===== src/rtl/score_pkg.sv =====
// Shared types and constants for the BCD score tracker: game states,
// seven-segment patterns (bit 0 = a ... bit 6 = g) and a decimal-to-BCD helper.
package score_pkg;

  typedef enum logic [1:0] {
    PLAY = 2'd0,
    WIN  = 2'd1,
    LOSE = 2'd2
  } state_e;

  localparam logic [6:0] SEG_0     = 7'h3F;
  localparam logic [6:0] SEG_1     = 7'h06;
  localparam logic [6:0] SEG_2     = 7'h5B;
  localparam logic [6:0] SEG_3     = 7'h4F;
  localparam logic [6:0] SEG_4     = 7'h66;
  localparam logic [6:0] SEG_5     = 7'h6D;
  localparam logic [6:0] SEG_6     = 7'h7D;
  localparam logic [6:0] SEG_7     = 7'h07;
  localparam logic [6:0] SEG_8     = 7'h7F;
  localparam logic [6:0] SEG_9     = 7'h6F;
  localparam logic [6:0] SEG_BLANK = 7'h00;

  // Elaboration-time conversion of a decimal constant into four packed BCD digits.
  function automatic logic [15:0] toBcd(input int value);
    logic [15:0] result;
    int          rest;
    result = '0;
    rest   = value;
    for (int i = 0; i < 4; i++) begin
      result[4*i +: 4] = 4'(rest % 10);
      rest             = rest / 10;
    end
    return result;
  endfunction

endpackage


===== src/rtl/seg7_bcd.sv =====
// Single-digit BCD to active-high seven-segment decoder with a blank override;
// codes 10..15 decode to blank.
module seg7_bcd
  import score_pkg::*;
(
  input  logic [3:0] bcd_i,
  input  logic       blank_i,
  output logic [6:0] seg_o
);

  always_comb begin
    seg_o = SEG_BLANK;
    if (!blank_i) begin
      case (bcd_i)
        4'd0:    seg_o = SEG_0;
        4'd1:    seg_o = SEG_1;
        4'd2:    seg_o = SEG_2;
        4'd3:    seg_o = SEG_3;
        4'd4:    seg_o = SEG_4;
        4'd5:    seg_o = SEG_5;
        4'd6:    seg_o = SEG_6;
        4'd7:    seg_o = SEG_7;
        4'd8:    seg_o = SEG_8;
        4'd9:    seg_o = SEG_9;
        default: seg_o = SEG_BLANK;
      endcase
    end
  end

endmodule


===== src/rtl/bcd_score_tracker.sv =====
// Snake-style game score tracker: BCD score, PLAY/WIN/LOSE states, blinking LOSE display.
// Define HISCORE_EN to keep the best finished-game score in hiscore_bcd.
module bcd_score_tracker
  import score_pkg::*;
#(
  parameter int DIGITS    = 2,
  parameter int WIN_SCORE = 50,
  parameter int BLINK_DIV = 50
) (
  input  logic                clk,
  input  logic                reset,
  input  logic                good_coll,
  input  logic                bad_coll,
  input  logic                restart,
  input  logic                disp_en,
  output logic [4*DIGITS-1:0] score_bcd,
  output logic [4*DIGITS-1:0] hiscore_bcd,
  output logic [7*DIGITS-1:0] seg,
  output logic                game_complete,
  output logic                win
);

  localparam int             W           = 4 * DIGITS;
  localparam int             CW          = (BLINK_DIV > 1) ? $clog2(BLINK_DIV) : 1;
  localparam logic [15:0]    WIN_BCD_ALL = toBcd(WIN_SCORE);
  localparam logic [W-1:0]   WIN_BCD     = WIN_BCD_ALL[W-1:0];
  localparam logic [CW-1:0]  BLINK_LAST  = CW'(BLINK_DIV - 1);

  state_e        state_q, state_d;
  logic [W-1:0]  score_q, score_d;
  logic [CW-1:0] blinkCnt_q, blinkCnt_d;
  logic          blinkHidden_q, blinkHidden_d;
  logic          goodPrev_q, badPrev_q;
  logic          goodEvent, badEvent;

  function automatic logic [W-1:0] bcdInc(input logic [W-1:0] value);
    logic [W-1:0] result;
    logic         carry;
    result = value;
    carry  = 1'b1;
    for (int i = 0; i < DIGITS; i++) begin
      if (carry) begin
        if (result[4*i +: 4] == 4'd9) begin
          result[4*i +: 4] = 4'd0;
        end else begin
          result[4*i +: 4] = result[4*i +: 4] + 4'd1;
          carry            = 1'b0;
        end
      end
    end
    return result;
  endfunction

  assign goodEvent = good_coll & ~goodPrev_q;
  assign badEvent  = bad_coll  & ~badPrev_q;

  // Restart dominates; bad beats good; the blink counter only runs in LOSE.
  always_comb begin
    state_d       = state_q;
    score_d       = score_q;
    blinkCnt_d    = blinkCnt_q;
    blinkHidden_d = blinkHidden_q;
    if (restart) begin
      state_d       = PLAY;
      score_d       = '0;
      blinkCnt_d    = '0;
      blinkHidden_d = 1'b0;
    end else begin
      case (state_q)
        PLAY: begin
          if (badEvent) begin
            state_d = LOSE;
          end else if (goodEvent) begin
            score_d = bcdInc(score_q);
            if (score_d == WIN_BCD) state_d = WIN;
          end
        end
        LOSE: begin
          if (blinkCnt_q == BLINK_LAST) begin
            blinkCnt_d    = '0;
            blinkHidden_d = ~blinkHidden_q;
          end else begin
            blinkCnt_d = blinkCnt_q + CW'(1);
          end
        end
        default: ;
      endcase
    end
  end

  always_ff @(posedge clk or posedge reset) begin
    if (reset) begin
      state_q       <= PLAY;
      score_q       <= '0;
      blinkCnt_q    <= '0;
      blinkHidden_q <= 1'b0;
      goodPrev_q    <= 1'b0;
      badPrev_q     <= 1'b0;
    end else begin
      state_q       <= state_d;
      score_q       <= score_d;
      blinkCnt_q    <= blinkCnt_d;
      blinkHidden_q <= blinkHidden_d;
      goodPrev_q    <= good_coll;
      badPrev_q     <= bad_coll;
    end
  end

`ifdef HISCORE_EN
  logic [W-1:0] hiscore_q, hiscore_d;

  // The final score of a game is captured as it leaves PLAY, including a winning increment.
  always_comb begin
    hiscore_d = hiscore_q;
    if (!restart && state_q == PLAY && state_d != PLAY && score_d > hiscore_q)
      hiscore_d = score_d;
  end

  always_ff @(posedge clk or posedge reset) begin
    if (reset) hiscore_q <= '0;
    else       hiscore_q <= hiscore_d;
  end

  assign hiscore_bcd = hiscore_q;
`else
  assign hiscore_bcd = '0;
`endif

  assign score_bcd     = score_q;
  assign game_complete = (state_q != PLAY);
  assign win           = (state_q == WIN);

  logic          blankAll;
  logic          zeroRun;
  logic [DIGITS-1:0] lzBlank;

  assign blankAll = ~disp_en | ((state_q == LOSE) & blinkHidden_q);

  // Leading-zero suppression walks down from the top digit; digit 0 is never suppressed.
  always_comb begin
    lzBlank = '0;
    zeroRun = 1'b1;
    for (int i = DIGITS - 1; i > 0; i--) begin
      zeroRun    = zeroRun & (score_q[4*i +: 4] == 4'd0);
      lzBlank[i] = zeroRun;
    end
  end

  for (genvar i = 0; i < DIGITS; i++) begin : gDigit
    seg7_bcd uDigit (
      .bcd_i  (score_q[4*i +: 4]),
      .blank_i(blankAll | lzBlank[i]),
      .seg_o  (seg[7*i +: 7])
    );
  end

endmodule


===== config.mk =====
export PLATFORM = sky130hd
export DESIGN_NAME = bcd_score_tracker
export DESIGN_NICKNAME = d
export VERILOG_FILES = /design/src/rtl/score_pkg.sv /design/src/rtl/seg7_bcd.sv /design/src/rtl/bcd_score_tracker.sv
export SDC_FILE = /design/constraint.sdc
export NUM_CORES = 1
export LEC_CHECK = 0
export ABC_AREA = 1
export CORE_MARGIN = 2
export CORE_UTILIZATION = 50
export DETAILED_ROUTE_END_ITERATION = 10
export GPL_TIMING_DRIVEN = 0
export PLACE_DENSITY_LB_ADDON = 0.08
export SETUP_SLACK_MARGIN = 0.5
export SYNTH_ARGS = -nofsm -noshare
export SYNTH_HDL_FRONTEND = slang
export SYNTH_HIERARCHICAL = 1
export SYNTH_SLANG_ARGS = --single-unit
export TNS_END_PERCENT = 10

===== constraint.sdc =====
create_clock -name clk -period 1.9 [get_ports clk]
set_input_delay 0.475 -clock clk [delete_from_list [all_inputs] [get_ports clk]]
set_output_delay 0.475 -clock clk [all_outputs]
set_load 0.01 [all_outputs]

# Word level (Yosys, flattened, before mapping)
# Memories as Yosys holds them, arrays and structs flattened.
# Cells that the tools add are included.
[word_totals] out_inout_bits=32 in_bits=6 n_memories=2 romBits=224 wordCells=72 regBits=19
[memory_table] memory="(no name shown)" words=16 word_bits=7 rd=1 rd_clocked_by_memory_dff=0 write_ports=0 line="seg7_bcd.sv:14" text="case (bcd_i)"
[memory_table] memory="(no name shown)" words=16 word_bits=7 rd=1 rd_clocked_by_memory_dff=0 write_ports=0 line="seg7_bcd.sv:14"
[op_classes] addsub=3 mux=33 bitwise_logic=9 reduce_logical=12 n_eq_ne=7
[op_table] cell="4-bit 2-to-1 mux" count=11
[op_table] cell="8-bit 2-to-1 mux" count=4
[op_table] cell="6-bit 2-to-1 mux" count=3
[op_table] cell="7-bit 2-to-1 mux" count=2
[op_table] cell="2-bit 2-to-1 mux" count=5
[op_table] cell="2-bit nonzero test" count=5
[op_table] cell="4-bit by 1-bit adder with 4-bit output, second input constant" count=2
[op_table] cell="4-bit equality test, second input constant" count=2
[op_table] cell="8-bit by 7-bit equality test with 1-bit output, second input constant" count=1
[op_table] cell="1-bit 2-to-1 mux" count=8
[op_table] cell="6-bit by 1-bit adder with 6-bit output, second input constant" count=1
[op_table] cell="6-bit equality test, second input constant" count=1
[op_table] cell="3-bit AND reduction" count=2
[op_table] cell="3-bit nonzero test" count=2
[op_table] cell="4-bit zero test" count=1
[op_table] cell="1-bit NOT" count=4
[op_table] cell="1-bit bitwise AND" count=3
[op_table] cell="2-bit by 1-bit equality test with 1-bit output, second input constant" count=1
[op_table] cell="2-bit equality test, second input constant" count=1
[op_table] cell="2-bit zero test" count=1
[op_table] cell="2-bit != test, second input constant" count=1
[op_table] cell="1-bit bitwise OR" count=2
[op_table] cell="2-bit AND reduction" count=1

# Longest topological paths before layout
# Gate-level depths: netlist (run 1).
[depth] word_depth=17 mapped_depth=13 depth_no_buf=13

# Modules after synthesis
# The synthesis (run 1) kept the hierarchy.
[by_module_without_submodules] mod="bcd_score_tracker" area_each_um2=1186.1 seq_area_each_um2=475.5 cells_each=156 n_inst=1
[by_module_without_submodules] mod="seg7_bcd" area_each_um2=190.2 seq_area_each_um2=0.0 cells_each=36 n_inst=2

# Worst setup path after synthesis (run 1)
# OpenSTA, ideal clock, no wires.
[synth_timing] path_type="register to output" start="reg score_q[5] (netlist: score_bcd[5])" end="out seg[10]" path_buffers=0 path_slack_ps=176 required_ps=1425 arrival_time_ps=1249 path_stages_with_launch=7 cell_sequence="dfrtp_1 > inv_1 > ha_1 > nand2_1 > inv_1 > nor2_1 > nor2_1"
[synth_between] elab_chain_len=3 word_cells_on_any_way=4 cone_classes="1 x mux; 1 x bitwise; 1 x reduce/logical; 1 x memory"
[synth_rtl] element="from (decl)" line="bcd_score_tracker.sv:30" text="logic [W-1:0] score_q, score_d;"
[synth_rtl] element="from (signal assigned)" line="bcd_score_tracker.sv:101" text="score_q <= score_d;"
[synth_rtl] element="branches (longest 2 deep; another with memory 16 x 7 bit)"
[synth_rtl] element="7-bit 2-to-1 mux (*)" line="seg7_bcd.sv:13" text="if (!blank_i) begin"
[synth_rtl] element="to (decl)" line="bcd_score_tracker.sv:18" text="output logic [7*DIGITS-1:0] seg,"
# Mark *: on every way between the ends.

# Worst setup path in the final report (run 1)
[layout_timing] start="reg score_q[5] (netlist: score_bcd[5])" end="out seg[11]"
# Same word-level chain as after synthesis.

==> impl_metrics.yaml, run 1 <==
pwr:
  total_power_mw: 1.19
  p_leak_nw: 1.20
  irDropWorstVdd_mv: 0.462
  power_density_nw_per_um2: 514
yosys:
  synth_adder_area_share_pct: 11.2
  synth_cell_types: 27
  synth-xor-area-share_pct: 0.559
  ys_seq_area_share_pct: 30.4
  synthSimpleGateAreaFrac_pct: 32.3
  synth_seq_cells: 19
  syn_avg_cell_area_um2: 6.87
  synth_top_family_by_area: "simple AND/OR/NAND/NOR gates"
  synth-compound-area-share_pct: 10.8
  postSynthCellCount: 228
  synth.mux.area_fraction_pct: 0
  yosys_warnings: 6
  netlist_area_um2: 1570
global_route:
  gr-total-overflow: 0
  grt_pass1_vias: 1368
  groute.usage.overall_pct: 21.0
  grt_max_degree: 20
  antenna_found_initial: 0
  grt_pass1_wl_um: 5830
clocking:
  cts_root_buf: "clkbuf_4"
  clk_pin_slew_ps: 100
  ctsHoldBuffers: 0
  ctsLongestPathBuffers: 2
  cts_sinks: 19
  clk_latency_ps: 290
  numCtsBuffers: 3
  cts_tree: "done"
  htree_levels: 1
cells_and_area:
  nets: 311
  post-route-util_pct: 76.2
  final_common_cell: "nand2_1"
  synthToLayoutAreaGrowth_pct: 47.3
  antenna_cells: 0
  layout-drive-gt1-share_pct: 45.2
  layout_common_cells: "37 x nand2_1, 31 x nor2_1, 24 x inv_1"
timing:
  rsz0062_at_grt: "true"
  drv_slew: 0
  slew_headroom_pct: 52.6
  max_clock_freq_mhz: 511
  finalSetupViolations: 9
  worstMarginPinSlew_ps: 711
  timing.hold.ws_ps: 501
  fin_skew_ps: 1.54
  fin_crit_sh_pct: 103
  fin_ws_ps: -56.3
  finalHoldViolations: 0
  layout_min_cycle_time_ps: 1960
critical_path:
  end_kind: "output pin"
  path_cells: "buf_6 > ha_1 > inv_1 > nor2_1 > o21a_1 > buf_2"
  cp_max_fo: 5
  start_kind: "flop"
  arrival_ps: 1480
  path_class: "reg -> out"
  cp_slowest_cell: "dfrtp_2"
  slowest_delay_ps: 480
  critPathRequiredTime_ps: 1420
detailed_routing:
  antenna_left: 0
  top_layer: "met4"
  drt_iter0_markers: 52
  drc: 0
  avgViaCountPerCell: 4.71
  wl_met1_um: 1610
  via_count: 1573
  wl_met3_um: 127
  firstDrtPassIters: 5
  wl_met2_um: 1740
  routed_wl_um: 3520
  avgRoutedWirePerCell_um: 10.5
flow_run:
  max-cap-violations: 0
die:
  ios: 38
  initial_core_util_pct: 51.7
  die_area_um2: 3600
  fp.dieH_um: 60.0
  core.rowCount: 20
  fp.dieW_um: 60.0
  core_um2: 3030
hold_path:
  hp-class: "reg -> reg"
placed_design:
  pre_cts_ws_ps: -486
  portBuffers: 29
  dp_hpwl_um: 2190
  place.gp.congestion: 0.830
status:
  violations: "negative setup slack"
  status: "finished, violations left"
-- per-stage QoR --
stage | TNS [ps] | cell area, um2 | instances
6_report | -272 | 2310 | 334
5_1_grt | -1320 | 2310 | 334
4_1_cts | -255 | 2230 | 331
3_5_place_dp | -6450 | 1980 | 308
3_3_place_gp | -6370 | 1980 | 308
2_1_floorplan | 0 | 1630 | 235
-- final timing paths --
path,slack (ps),to,startpoint,cells after the start
max,-60,seg[11],score_bcd[5],6
min in group asynchronous,590,blinkCnt_q[1],reset,2
max reg2reg,80,state_q[1],score_bcd[1],14
min reg2reg,500,blinkCnt_q[5],blinkCnt_q[5],2
min,500,blinkCnt_q[5],blinkCnt_q[5],2
max in group asynchronous,820,score_bcd[4],reset,2
-- what timing repair did --
item	in CTS	in global routing
resized for setup	128	21
setup buffers	19	3
setup endpoints to repair	39	35
endpoints found under the hold margin	0	0
pin swaps	33	20
-- per-layer routing --
metal	track usage, %	vias up
li1	-	830
met5	0	-
met1	28.1	695
met4	6.98	0
met3	1.30	4
met2	35.7	44
-- logic make-up (layout without fill, tap and decap cells) --
group / Yosys count / count (layout)
fa+ha+maj: 14 / 14
buf+inv: 53 / 108
compound gates: 24 / 24
simple gates: 116 / 116
other cells: 1 / 8
flops: 19 / 19
xor+xnor: 1 / 1
-- report_power, final --
group | switching, mW | internal, mW | total [mW]
logic | 0.268 | 0.236 | 0.505
registers | 0.0435 | 0.434 | 0.478
clock network | 0.123 | 0.0817 | 0.204
total | 0.435 | 0.752 | 1.19
-- synthesized netlist by cell type --
cell / instances / area [um2]
a21oi_1: 3 / 15.0
nand3_1: 15 / 75.1
dfrtp_1: 19 / 475
o21ai_1: 4 / 20.0
xor2_1: 1 / 8.76
nor4_1: 1 / 6.26
o32ai_1: 3 / 26.3
o21bai_2: 1 / 11.3
o21ai_0: 2 / 10.0
nand3b_4: 1 / 20.0
buf_4: 8 / 60.1
nor2_2: 1 / 6.26
nand2_1: 46 / 173
o21a_1: 2 / 15.0
nor2_1: 44 / 165
inv_2: 4 / 15.0
ha_1: 14 / 175
o21ai_4: 1 / 16.3
o21ai_2: 2 / 17.5
o22ai_1: 6 / 37.5
nor3_1: 3 / 15.0
nand2_2: 1 / 6.26
conb_1: 1 / 3.75
nor2_4: 2 / 22.5
nand3_2: 1 / 10.0
nand4_1: 1 / 6.26
inv_1: 41 / 154
-- final cells by class --
| cell class | count | area (um2) |
|---|---|---|
| Multi-Input combinational cell | 163 | 1090 |
| Fill cell | 234 | 721 |
| Sequential cell | 19 | 485 |
| Timing Repair Buffer | 51 | 410 |
| Inverter | 45 | 176 |
| Buffer | 8 | 60.1 |
| Tap cell | 44 | 55.1 |
| Clock buffer | 4 | 26.3 |
-- state kept, by name, indices dropped and copies added, names as in the netlist --
register and count:
score_bcd 8, badPrev_q 1, state_q 2, blinkHidden_q 1, goodPrev_q 1, blinkCnt_q 6
-- worst max-delay path: cells and delay by family (launching register included) --
| kind | cells | cell delay (ps) |
|---|---|---|
| compound gates | 1 | 160 |
| fa+ha+maj | 1 | 170 |
| buf+inv | 3 | 330 |
| flops | 1 | 480 |
| simple gates | 1 | 40 |
(Power assumes the default switching activity.)
==> run 2: changes to the inputs <==
--- a/config.mk
+++ b/config.mk
@@ -6,7 +6,7 @@
 export NUM_CORES = 1
 export LEC_CHECK = 0
 export ABC_AREA = 1
-export CORE_MARGIN = 2
+export CORE_MARGIN = 1.5
 export CORE_UTILIZATION = 50
 export DETAILED_ROUTE_END_ITERATION = 10
 export GPL_TIMING_DRIVEN = 0
==> impl_metrics.yaml, run 2 (synthesized netlist as in run 1, its figures left out) <==
cells_and_area:
  nets: 306
  layout_common_cells: "36 x nand2_1, 33 x nor2_1, 27 x inv_1"
  final_area_um2: 2240
  layout-drive-gt1-share_pct: 40.7
  synthToLayoutAreaGrowth_pct: 43.3
  antenna_cells: 0
  largest_reg_flops: 8
  final_common_cell: "nand2_1"
detailed_routing:
  via_count: 1582
  antenna_left: 0
  routed_wl_um: 3530
  avgRoutedWirePerCell_um: 11.1
  firstDrtPassIters: 4
  drt_iter0_markers: 41
  avgViaCountPerCell: 4.97
  drc: 0
timing:
  setup-tns-final_ps: -560
  fin_ws_ps: -78.1
  finalSetupViolations: 12
  drv_slew: 0
  fin_crit_sh_pct: 104
  finalHoldViolations: 0
  worstMarginPinSlew_ps: 697
  rsz0062_at_grt: "true"
  slew_headroom_pct: 53.5
  layout_min_cycle_time_ps: 1980
  fin_skew_ps: 2.57
  max_clock_freq_mhz: 506
status:
  violations: "negative setup slack"
  status: "finished, violations left"
die:
  core_um2: 3000
  fp.dieH_um: 59.0
  fp.dieW_um: 59.0
  die_area_um2: 3480
  core.rowCount: 20
  initial_core_util_pct: 52.2
  ios: 38
critical_path:
  critPathRequiredTime_ps: 1420
  arrival_ps: 1500
  start_kind: "flop"
  cp_max_fo: 6
  end_kind: "output pin"
  path_class: "reg -> out"
clocking:
  ctsHoldBuffers: 0
  htree_levels: 1
  clk_pin_slew_ps: 110
  cts_root_buf: "clkbuf_4"
  ctsLongestPathBuffers: 2
  numCtsBuffers: 3
  cts_sinks: 19
  clk_latency_ps: 300
  cts_tree: "done"
pwr:
  p_leak_nw: 1.18
  power_density_nw_per_um2: 532
  irDropWorstVdd_mv: 0.479
placed_design:
  dp_hpwl_um: 2280
  place.gp.congestion: 0.866
  placed_area_um2: 1970
  portBuffers: 29
global_route:
  grt_pass1_wl_um: 5600
  grt_pass1_vias: 1322
  antenna_found_initial: 0
  groute.usage.overall_pct: 21.0
  gr-total-overflow: 0
  grt_max_degree: 20
flow_run:
  max-cap-violations: 0
hold_path:
  hp-class: "reg -> reg"
-- run 2: cell types whose count changed in the layout (fill, tap and decap cells not counted), moves of 3 or more --
cell / before / now
o22ai_1: 2 / 5
o22ai_2: 4 / 0
inv_1: 24 / 27
inv_2: 18 / 13
buf_6: 12 / 7
-- run 2: worst paths after layout --
check                                    from             to  slack (ps)  cells after the start
worst max-delay path             score_bcd[5]        seg[10]         -80                      6
worst min-delay path            blinkCnt_q[5]  blinkCnt_q[5]         500                      2
worst max register to register   score_bcd[0]     state_q[1]          60                     14
worst min register to register  blinkCnt_q[5]  blinkCnt_q[5]         500                      2
max in group asynchronous               reset   score_bcd[4]         840                      2
min in group asynchronous               reset  blinkCnt_q[0]         580                      2
-- run 2: through the flow --
step | cells | hold slack [ps] | utilization, % | setup WS (ps) | power (mW)
after global placement | 297 | 473 | 65.5 | -452 | 0.889
after detailed placement | 297 | 476 | 65.5 | -465 | 0.899
after CTS | 315 | 505 | 71.4 | -71.4 | 1.14
after floorplan | 235 | 426 | - | 313 | 0.741
after global routing | 318 | 520 | 74.8 | -137 | 1.27
final | 318 | 499 | 74.8 | -78.1 | 1.19
-- run 2: final cells by class --
class / count / area (um2)
buffer: 8 / 60.1
clock buffer: 4 / 26.3
fill: 249 / 758
inverter: 45 / 181
multi-input combinational: 163 / 1090
sequential: 19 / 485
tap: 33 / 41.3
timing repair buffer: 46 / 355
-- run 2: what timing repair did --
action	in CTS	in global routing
setup buffers	14	3
setup endpoints to repair	39	40
gates cloned	0	0
pin swaps	18	19
resized for setup	101	36
-- run 2: where the power goes --
part	switching (mW)	internal [mW]	total, mW
Clock	0.128	0.0820	0.210
Combinational	0.274	0.231	0.505
Sequential	0.0442	0.434	0.478
-- run 2: per-layer routing --
metal | track usage [%] | vias up | routed length [um]
li1 | - | 813 | -
met1 | 26.9 | 716 | 1560
met2 | 36.7 | 46 | 1750
met3 | 1.53 | 7 | 145
met4 | 8.77 | 0 | 76
met5 | 0 | - | 0
-- run 2: worst max-delay path: stages, from the launching register on --
cell and delay [ps]:
dfrtp_2 490, buf_6 140, buf_6 110, o21ai_4 130, nand2_4 100, nor2_2 100, buf_2 130
==> run 3: changes to the inputs <==
--- a/config.mk
+++ b/config.mk
@@ -6,7 +6,7 @@
 export NUM_CORES = 1
 export LEC_CHECK = 0
 export ABC_AREA = 1
-export CORE_MARGIN = 1.5
+export CORE_MARGIN = 2
 export CORE_UTILIZATION = 50
 export DETAILED_ROUTE_END_ITERATION = 10
 export GPL_TIMING_DRIVEN = 0
==> results of run 3 <==
Same layout as run 1: the final DEF is identical, and so are final timing and power.
